===== config.mk =====
export PLATFORM = sky130hd
export DESIGN_NAME = stream_demux1xn_flat
export DESIGN_NICKNAME = d
export VERILOG_FILES = /design/src/rtl/stream_demux1xn_if.sv /design/src/rtl/stream_demux1xn.sv /design/src/flat_wrapper.sv
export SDC_FILE = /design/constraint.sdc
export NUM_CORES = 1
export LEC_CHECK = 0
export ABC_AREA = 1
export CAP_MARGIN = 20
export CORE_MARGIN = 2
export CORE_UTILIZATION = 55
export CTS_CLUSTER_DIAMETER = 50
export CTS_CLUSTER_SIZE = 10
export DETAILED_ROUTE_END_ITERATION = 7
export DONT_BUFFER_PORTS = 1
export PLACE_DENSITY = 0.72
export SYNTH_ARGS = -nofsm -noshare
export SYNTH_HDL_FRONTEND = slang
export SYNTH_SLANG_ARGS = --single-unit

===== constraint.sdc =====
create_clock -name clk -period 1.7 [get_ports clk]
set_clock_uncertainty 0.2 [all_clocks]
set_input_delay 0.34 -clock clk [delete_from_list [all_inputs] [get_ports clk]]
set_output_delay 0.34 -clock clk [all_outputs]
set_load 0.005 [all_outputs]

===== src/rtl/stream_demux1xn_if.sv =====
// Valid/ready bundle for the 1-to-N stream demultiplexer: one input stream
// plus N flattened output streams. The master side is the packet source and
// the consumers; the slave side is the demultiplexer itself.
interface stream_demux1xn_if #(
  parameter int unsigned WIDTH = 8,
  parameter int unsigned N_OUT = 3,
  parameter int unsigned SEL_W = 2
);
  logic [WIDTH-1:0]       s_data;
  logic                   s_valid;
  logic                   s_last;
  logic                   s_ready;
  logic [SEL_W-1:0]       sel;
  logic [N_OUT*WIDTH-1:0] m_data;
  logic [N_OUT-1:0]       m_valid;
  logic [N_OUT-1:0]       m_last;
  logic [N_OUT-1:0]       m_ready;

  modport master (
    output s_data, s_valid, s_last, sel, m_ready,
    input  s_ready, m_data, m_valid, m_last
  );

  modport slave (
    input  s_data, s_valid, s_last, sel, m_ready,
    output s_ready, m_data, m_valid, m_last
  );
endinterface


===== src/rtl/stream_demux1xn.sv =====
// Registered 1-to-N packet demultiplexer. The destination is taken from sel
// on a packet's first beat and held until its last beat. Packets addressed
// to a port that does not exist are swallowed and counted in drop_cnt.
module stream_demux1xn #(
  parameter int unsigned WIDTH = 8,
  parameter int unsigned N_OUT = 3,
  parameter int unsigned SEL_W = 2
) (
  input  logic                clk,
  input  logic                rst_n,
  stream_demux1xn_if.slave    bus,
  output logic                busy,
  output logic [7:0]          drop_cnt
);

  typedef enum logic [1:0] {StIdle, StPkt, StDrop} state_e;

  state_e           state_q, state_d;
  logic [WIDTH-1:0] data_q, data_d;
  logic             last_q, last_d;
  logic             hv_q, hv_d;
  logic [SEL_W-1:0] dest_q, dest_d;
  logic [7:0]       drop_cnt_q, drop_cnt_d;

  logic ready_dest;
  logic drain;
  logic accept;
  logic sel_ok;
  logic load;
  logic drop_done;

  // Ready of the port currently holding the beat; unselected ports are ignored.
  always_comb begin
    ready_dest = 1'b0;
    for (int i = 0; i < N_OUT; i++) begin
      if (dest_q == SEL_W'(i)) ready_dest = bus.m_ready[i];
    end
  end

  assign drain       = hv_q && ready_dest;
  // Drop state swallows beats unconditionally; otherwise fill as the register drains.
  assign bus.s_ready = (state_q == StDrop) || !hv_q || ready_dest;
  assign accept      = bus.s_valid && bus.s_ready;
  assign sel_ok      = 32'(bus.sel) < N_OUT;

  // Packet FSM and holding-register next state.
  always_comb begin
    state_d    = state_q;
    data_d     = data_q;
    last_d     = last_q;
    hv_d       = hv_q;
    dest_d     = dest_q;
    drop_cnt_d = drop_cnt_q;
    load       = 1'b0;
    drop_done  = 1'b0;

    if (drain) hv_d = 1'b0;

    if (accept) begin
      unique case (state_q)
        StIdle: begin
          if (sel_ok) begin
            load   = 1'b1;
            dest_d = bus.sel;
            if (!bus.s_last) state_d = StPkt;
          end else if (bus.s_last) begin
            drop_done = 1'b1;
          end else begin
            state_d = StDrop;
          end
        end
        StPkt: begin
          load = 1'b1;
          if (bus.s_last) state_d = StIdle;
        end
        StDrop: begin
          if (bus.s_last) begin
            drop_done = 1'b1;
            state_d   = StIdle;
          end
        end
        default: state_d = StIdle;
      endcase
    end

    // A load wins over a same-cycle drain: pass-through without a bubble.
    if (load) begin
      hv_d   = 1'b1;
      data_d = bus.s_data;
      last_d = bus.s_last;
    end

    if (drop_done && (drop_cnt_q != 8'hFF)) drop_cnt_d = drop_cnt_q + 8'd1;
  end

  // State and holding register.
  always_ff @(posedge clk or negedge rst_n) begin
    if (!rst_n) begin
      state_q    <= StIdle;
      data_q     <= '0;
      last_q     <= 1'b0;
      hv_q       <= 1'b0;
      dest_q     <= '0;
      drop_cnt_q <= 8'd0;
    end else begin
      state_q    <= state_d;
      data_q     <= data_d;
      last_q     <= last_d;
      hv_q       <= hv_d;
      dest_q     <= dest_d;
      drop_cnt_q <= drop_cnt_d;
    end
  end

  // Fan the holding register out to the selected port only.
  always_comb begin
    bus.m_valid = '0;
    bus.m_last  = '0;
    bus.m_data  = '0;
    for (int i = 0; i < N_OUT; i++) begin
      if (hv_q && (dest_q == SEL_W'(i))) begin
        bus.m_valid[i]               = 1'b1;
        bus.m_last[i]                = last_q;
        bus.m_data[i*WIDTH +: WIDTH] = data_q;
      end
    end
  end

  assign busy     = (state_q != StIdle);
  assign drop_cnt = drop_cnt_q;

endmodule


===== src/flat_wrapper.sv =====
// flat-port wrapper written by rule: the top's interface ports become plain ports
module stream_demux1xn_flat 
#(
  parameter int unsigned WIDTH = 8,
  parameter int unsigned N_OUT = 3,
  parameter int unsigned SEL_W = 2
)
  (clk, rst_n, busy, drop_cnt, bus_s_data, bus_s_valid, bus_s_last, bus_sel, bus_m_ready, bus_s_ready, bus_m_data, bus_m_valid, bus_m_last);
  stream_demux1xn_if #(.WIDTH(WIDTH), .N_OUT(N_OUT), .SEL_W(SEL_W)) bus_i ();
  input  logic clk;
  input  logic rst_n;
  output logic busy;
  output logic [7:0] drop_cnt;
  input wire logic [$bits(bus_i.s_data)-1:0] bus_s_data;
  input wire logic [$bits(bus_i.s_valid)-1:0] bus_s_valid;
  input wire logic [$bits(bus_i.s_last)-1:0] bus_s_last;
  input wire logic [$bits(bus_i.sel)-1:0] bus_sel;
  input wire logic [$bits(bus_i.m_ready)-1:0] bus_m_ready;
  output wire logic [$bits(bus_i.s_ready)-1:0] bus_s_ready;
  output wire logic [$bits(bus_i.m_data)-1:0] bus_m_data;
  output wire logic [$bits(bus_i.m_valid)-1:0] bus_m_valid;
  output wire logic [$bits(bus_i.m_last)-1:0] bus_m_last;
  assign bus_i.s_data = bus_s_data;
  assign bus_i.s_valid = bus_s_valid;
  assign bus_i.s_last = bus_s_last;
  assign bus_i.sel = bus_sel;
  assign bus_i.m_ready = bus_m_ready;
  assign bus_s_ready = bus_i.s_ready;
  assign bus_m_data = bus_i.m_data;
  assign bus_m_valid = bus_i.m_valid;
  assign bus_m_last = bus_i.m_last;
  stream_demux1xn #(.WIDTH(WIDTH), .N_OUT(N_OUT), .SEL_W(SEL_W)) u_core (.clk(clk), .rst_n(rst_n), .bus(bus_i), .busy(busy), .drop_cnt(drop_cnt));
endmodule

==> metrics.md, run 1 <==
| Metric | Value |
|---|---|
| Num CTS Buffers | 3 |
| Full die area | 0.00302 sq mm |
| Largest net degree at the start of global routing | 23 |
| Worst slew margin | 0.763 |
| Async S/R FF share, synth | 1.00 |
| Period utilization | 1.12 |
| Layout cells sized above 1 | 0.339 |
| Clock Power Share | 0.127 |
| Worst path buffer plus inverter count | 2 |
| Antenna fix cells | 0 |
| Switching share of power | 0.472 |
| Clock latency on the worst-skew pair | 0.31 ns |
| Syn_nets | 216 |
| Area grow syn2layout | 39.3% |
| Initial antenna violation count | 0 |
| DPL Wire Length | 2.25 mm |
| Row count | 18 |
| Post-synthesis sequential area ratio | 0.386 |
| Initial Util | 0.576 |
| Min-Delay Path Class | primary input to flop |
| CP endpoint kind | output pin |
| CP Depth | 3 |
| First-pass GRT wire length | 5.28 mm |
| Finish-stage setup viols | 34 |
| Worst reg2reg setup slack | -0.03 ns |
| Gpl congestion | 0.758 |
| Clock root cell | clkbuf_4 |
| Crit path time final | 1.91 ns |
| Final Hold Fails | 0 |
| Worst setup SP type | flop |
| RSZ-0062 raised after global routing | yes |
| Top-area cell type share of the netlist area | 0.386 |
| Final core utilization | 0.803 |
| Tightest Pin Transition | 0.356 ns |
| Top cell types by occurrence after synthesis | 51 x nand2_1, 33 x nor2_1, 27 x inv_1, 22 x dfrtp_1, 15 x nand3_1 |
| Number of port buffers | 0 |
| Netlist cell types | 23 |
| TNS Setup | -4.84 ns |
| Reg2Reg Depth | 8 |
| Clk buf depth | 2 |
| Flop pwr share | 0.272 |
| H-tree lvl count | 1 |
| Pint | 1.69 mW |
| FF+latch count, synth | 22 |
| Syn_area_per_cell | 7.32 sq um |
| Worst Path Max Fanout | 4 |
| Max Slew Vio Count | 0 |
| Post-synthesis cell count | 195 |
| Layer with the highest usage | met2 |
| Sw power | 1.51 mW |
| Final nets | 249 |
| Pleak | 0.982 nW |
| Outcome | finished, violations left |
| Ys Warns | 0 |
| DRT antenna net count | 0 |
| Destination of the critical timing path | bus_m_valid[0] |
| Crit path from | u_core.dest_q[1]$_DFFE_PN0P_ |
| Peak supply drop | 1.34 mV |
| Count leader, synth | nand2_1 |
| Post-synth EDFFs | 0 |
| GRT met3 Usage | 0.0349 |
| Via count | 1401 |
| Final global-route overflow total | 0 |
| Core area | 0.00248 sq mm |
| Vias in the first global route | 1214 |
| Area contributors post-synth | dfrtp_1 39%, nand2_1 13%, nor2_1 8.7% |
| CP Cell Sequence | nor3_4 -> buf_4 -> buf_6 |
| Final wirelength | 3.93 mm |
| Overall routing resource usage | 0.242 |
| Critical Path RT | 1.16 ns |
| CP Data Arrival Time | 1.37 ns |
| CTS tree | built |
| Crit path max-delay family | flip-flops |
| Vias per cell | 5.45 |
| Top Ports | 57 |
| Met1 GRT Util | 0.268 |
| TritonCTS Sinks | 22 |
| Yosys top cell by area | dfrtp_1 |
| Ys flop type | dfrtp_1 |
| Comb pwr share | 0.601 |
| Met2 Track Usage GR | 0.476 |
| WL per Instance | 15.3 um |
| Failing checks | negative setup slack |
| DRC errors left | 0 |
| Slowest stage delay, CP | 0.48 ns |
| Die extent in y | 54.9 um |
| PD cells | 1610 mW/mm^2 |
| Die width | 54.9 um |
| Crit Path Class | flop to output pin |
| Post-place setup slack | 0.00587 ns |
| Iter 0 DRT Violations | 31 |
| Max Fclk | 524 MHz |
| Final worst slack | -0.207 ns |
| Post-Syn Area | 0.00143 sq mm |
| DR pass1 iterations | 4 |
| R2r endpoint | u_core.data_q[7]$_DFFE_PN0P_ |
| Reg clk slew, reported paths | 0.13 ns |
| Max-cap violations | 0 |
| Critical path's slowest cell | dfrtp_2 |
| RR Startpoint | u_core.state_q[0]$_DFFE_PN0P_ |
## layer usage
layer / vias up / part of all wire
met5: - / 0
met4: 0 / 0.018
met3: 8 / 0.059
met2: 61 / 0.56
met1: 655 / 0.36
li1: 677 / -
## registers in the layout, indices dropped and copies added (netlist names)
| register | cells |
|---|---|
| u_core.drop_cnt | 8 |
| u_core.dest_q | 2 |
| u_core.data_q | 8 |
| u_core.state_q | 2 |
| u_core.last_q | 1 |
| u_core.hv_q | 1 |
## timing repair
action,4_1_cts,5_1_grt
buffers inserted,5,2
gates resized for setup,21,41
hold buffers,12,0
pin swaps,4,5
endpoints found under the hold margin,33,0
cloned,1,0
setup endpoints to repair,35,54
## metrics by stage
| step | cell area (sq um) | total power, mW | std cells | hold WS, ns |
|---|---|---|---|---|
| floorplan | 1430 | 1.75 | 195 | -0.156 |
| CTS | 1820 | 2.78 | 254 | 0.0758 |
| global route | 1990 | 3.43 | 257 | 0.0984 |
| finish | 1990 | 3.20 | 257 | 0.0800 |
| detailed placement | 1520 | 2.06 | 232 | -0.155 |
| global placement | 1520 | 2.02 | 232 | -0.155 |
## worst min path at each step
stage | slack, ns | startpoint | cells after the start | to
2_1_floorplan | -0.16 | rst_n | 0 | u_core.data_q[0]$_DFFE_PN0P_
3_3_place_gp | -0.16 | rst_n | 0 | u_core.drop_cnt[1]$_DFFE_PN0P_
3_5_place_dp | -0.16 | rst_n | 0 | u_core.state_q[1]$_DFFE_PN0P_
4_1_cts | 0.08 | bus_s_valid | 3 | u_core.drop_cnt[5]$_DFFE_PN0P_
5_1_grt | 0.1 | bus_s_valid | 3 | u_core.drop_cnt[5]$_DFFE_PN0P_
6_report | 0.08 | bus_s_valid | 3 | u_core.drop_cnt[5]$_DFFE_PN0P_
## cell usage in the layout (no fill, tap or decap), types with 3 or more instances in the layout
cell	instances
xor2_1	3
inv_4	3
nand4_4	3
dfrtp_1	20
o21ai_0	4
buf_6	4
nand3_1	12
nand4_1	11
nor2_1	12
buf_4	12
dlygate4sd3_1	12
nand2_1	47
nand3_2	4
clkbuf_4	3
nor2_2	12
inv_1	25
nor2_4	11
inv_2	7
nand2_2	4
## final cells by class
| class | instances | area [sq um] |
|---|---|---|
| Multi-Input combinational cell | 136 | 911 |
| Clock buffer | 3 | 22.5 |
| Fill cell | 155 | 489 |
| Clock inverter | 1 | 30.0 |
| Inverter | 34 | 133 |
| Timing Repair inverter | 1 | 6.26 |
| Timing Repair Buffer | 30 | 295 |
| Sequential cell | 22 | 553 |
| Tap cell | 30 | 37.5 |
## power groups by stage
stage,Sequential (mW),Combinational (mW),Clock (mW)
after floorplan,0.827,0.923,0
after global placement,0.829,1.19,0
after detailed placement,0.836,1.23,0
after CTS,0.852,1.51,0.418
after global routing,0.888,2.12,0.427
final,0.869,1.92,0.408
## cells by family after synthesis
logic type	synth area share
simple gates	0.420
buf+inv	0.107
flops	0.386
compound gates	0.0342
fa+ha+maj	0.0351
xor+xnor	0.0184
## worst register-to-register path, stage by stage (launching register included)
cell	delay, ns
dfrtp_1	0.42
buf_6	0.12
buf_4	0.12
ha_1	0.19
or2_1	0.24
buf_6	0.15
nand2_8	0.10
nand2_1	0.08
nand2_1	0.08
Note: power is estimated with default switching activity, not from simulation.
==> inputs of run 2 (changes only) <==
- CORE_ASPECT_RATIO: default -> 0.7
==> run 2 against run 1 <==
- the run still ends with negative setup slack left
- highest routed layer unchanged
- flip-flop and latch count is the same
- clock-buffer cell count is the same
- sequential power grew 0.6%
- global-route usage shrank 0.51 points
- critical path depth is the same
- wire length shrank 9.7%
- total power shrank 7.2%
- die area grew 0.22%
- register-to-register slack gained 0.07 ns
- via count shrank 4.6%
==> metrics.md, run 2 (synthesized netlist as in run 1, its figures left out) <==
| Metric | Value |
|---|---|
| Outcome | finished, violations left (unchanged) |
| Failing checks | negative setup slack (unchanged) |
| Area grow syn2layout | 25.8% (was 39.3%) |
| H-tree lvl count | 1 (unchanged) |
| Vias in the first global route | 1155 (was 1214) |
| Overall routing resource usage | 0.237 (was 0.242) |
| Crit Path Class | flop to output pin (unchanged) |
| WL per Instance | 14.3 um (was 15.3 um) |
| DRT antenna net count | 0 (unchanged) |
| Final global-route overflow total | 0 (unchanged) |
| Num CTS Buffers | 3 (unchanged) |
| Pleak | 0.934 nW (was 0.982 nW) |
| PD cells | 1650 mW/mm^2 (was 1610 mW/mm^2) |
| DRC errors left | 0 (unchanged) |
| Cell Count, Final, Fillers Out | 248 (was 257) |
| Gpl congestion | 0.830 (was 0.758) |
| Most frequent cells in the layout | 51 x nand2_1, 23 x inv_1, 20 x dfrtp_1 (was 47 x nand2_1, 25 x inv_1, 20 x dfrtp_1) |
| Peak supply drop | 1.17 mV (was 1.34 mV) |
| Max Fclk | 565 MHz (was 524 MHz) |
| Die extent in y | 46.6 um (was 54.9 um) |
| CP Data Arrival Time | 1.23 ns (was 1.37 ns) |
| Period utilization | 1.04 (was 1.12) |
| Final nets | 236 (was 249) |
| First-pass GRT wire length | 5.31 mm (was 5.28 mm) |
| Initial antenna violation count | 0 (unchanged) |
| Min-Delay Path Class | primary input to flop (unchanged) |
| TritonCTS Sinks | 22 (unchanged) |
| Largest net degree at the start of global routing | 23 (unchanged) |
| CP endpoint kind | output pin (unchanged) |
| Max Slew Vio Count | 0 (unchanged) |
| Iter 0 DRT Violations | 104 (was 31) |
| Crit path time final | 1.77 ns (was 1.91 ns) |
| Final worst slack | -0.0691 ns (was -0.207 ns) |
| Via count | 1336 (was 1401) |
| Clock latency on the worst-skew pair | 0.27 ns (was 0.31 ns) |
| Reg clk slew, reported paths | 0.09 ns (was 0.13 ns) |
| Post-route cell area | 0.00180 sq mm (was 0.00199 sq mm) |
| Commonest non-fill, non-tap cell in the layout | nand2_1 (unchanged) |
| DPL Wire Length | 2.49 mm (was 2.25 mm) |
| TNS Setup | -1.45 ns (was -4.84 ns) |
| Post-Place Cells | 235 (was 232) |
| Clock root cell | clkbuf_8 (was clkbuf_4) |
| CP Cell Sequence | nor3_4 -> inv_4 -> nor2_2 (was nor3_4 -> buf_4 -> buf_6) |
| Critical Path RT | 1.16 ns (about the same) |
| Final Hold Fails | 0 (unchanged) |
| Placed instance area | 0.00151 sq mm (was 0.00152 sq mm) |
| Initial Util | 0.581 (was 0.576) |
| Clk buf depth | 2 (unchanged) |
| Finish-stage setup viols | 29 (was 34) |
| Tightest Pin Transition | 0.425 ns (was 0.356 ns) |
| DR pass1 iterations | 4 (unchanged) |
| Worst Path Max Fanout | 9 (was 4) |
| Worst setup SP type | flop (unchanged) |
| Layout cells sized above 1 | 0.304 (was 0.339) |
| Crit path max-delay family | flip-flops (unchanged) |
| Slowest stage delay, CP | 0.47 ns (was 0.48 ns) |
| Final wirelength | 3.55 mm (was 3.93 mm) |
| Worst slew margin | 0.716 (was 0.763) |
| Die width | 64.9 um (was 54.9 um) |
| Number of port buffers | 0 (unchanged) |
| Row count | 15 (was 18) |
| Vias per cell | 5.39 (was 5.45) |
| Core area | 0.00246 sq mm (was 0.00248 sq mm) |
| Critical path's slowest cell | dfrtp_2 (unchanged) |
| Antenna fix cells | 0 (unchanged) |
| Full die area | 0.00303 sq mm (was 0.00302 sq mm) |
| CTS tree | built (unchanged) |
| Worst path buffer plus inverter count | 1 (was 2) |
| Max-cap violations | 0 (unchanged) |
| RSZ-0062 raised after global routing | yes (unchanged) |
| Top Ports | 57 (unchanged) |
[run 2: cell types whose count changed in the layout (fill, tap and decap cells not counted), moves of 4 or more]
cell           change
dlygate4sd3_1     -10
nand2_1            +4
nand2_2            -4
nor2_1             +4
nor2_2             +4
nor2_4             -8
[run 2: power by group]
part / leakage, nW / internal [mW] / switching [mW] / total (mW)
sequential: 0.280 / 0.717 / 0.157 / 0.874
clock: 0.0357 / 0.315 / 0.184 / 0.499
combinational: 0.618 / 0.587 / 1.01 / 1.59
total: 0.934 / 1.62 / 1.35 / 2.97
[run 2: final timing paths]
| path | from | end | slack, ns | depth (start not counted) |
|---|---|---|---|---|
| min reg2reg | u_core.data_q[6]$_DFFE_PN0P_ | u_core.data_q[6]$_DFFE_PN0P_ | 0.28 | 2 |
| max reg2reg | u_core.dest_q[1]$_DFFE_PN0P_ | u_core.drop_cnt[2]$_DFFE_PN0P_ | 0.04 | 8 |
| max in group asynchronous | rst_n | u_core.dest_q[0]$_DFFE_PN0P_ | 0.73 | 2 |
| min | bus_s_data[1] | u_core.data_q[1]$_DFFE_PN0P_ | 0.002 | 2 |
| min in group asynchronous | rst_n | u_core.data_q[1]$_DFFE_PN0P_ | 0.15 | 1 |
| max | u_core.dest_q[0]$_DFFE_PN0P_ | bus_m_data[23] | -0.07 | 3 |
[run 2: area by class of cell]
cell class                 instances  area [sq um]
inverter                          34           138
timing repair buffer              17           156
multi-input combinational        137           835
sequential                        22           553
clock inverter                     1          30.0
tap                               34          42.5
fill                             173           663
clock buffer                       3          41.3
[run 2: what timing repair did]
item | CTS | global route
gates resized for setup | 15 | 26
pin swaps | 5 | 4
cloned | 0 | 1
hold buffers | 2 | 0
setup buffers | 4 | 1
setup endpoints to repair | 44 | 53
endpoints found under the hold margin | 23 | 0
[run 2: metrics by stage]
| stage | power, mW | setup WS (ns) | hold slack, ns | utilization |
|---|---|---|---|---|
| 3_5_place_dp | 2.08 | -0.0862 | -0.155 | 0.615 |
| 5_1_grt | 3.19 | -0.172 | 0.00759 | 0.730 |
| 4_1_cts | 2.76 | -0.0860 | 0.00000444 | 0.690 |
| 3_3_place_gp | 2.01 | 0.0335 | -0.155 | 0.615 |
| 6_report | 2.97 | -0.0691 | 0.00206 | 0.730 |
| 2_1_floorplan | 1.75 | 0.0802 | -0.156 | - |
[run 2: layer usage]
metal | wire length, um | vias to the layer above | global-route usage
met5 | 0 | - | 0
li1 | - | 657 | -
met3 | 222 | 4 | 0.0782
met1 | 1520 | 634 | 0.290
met4 | 22 | 0 | 0.0723
met2 | 1790 | 41 | 0.404
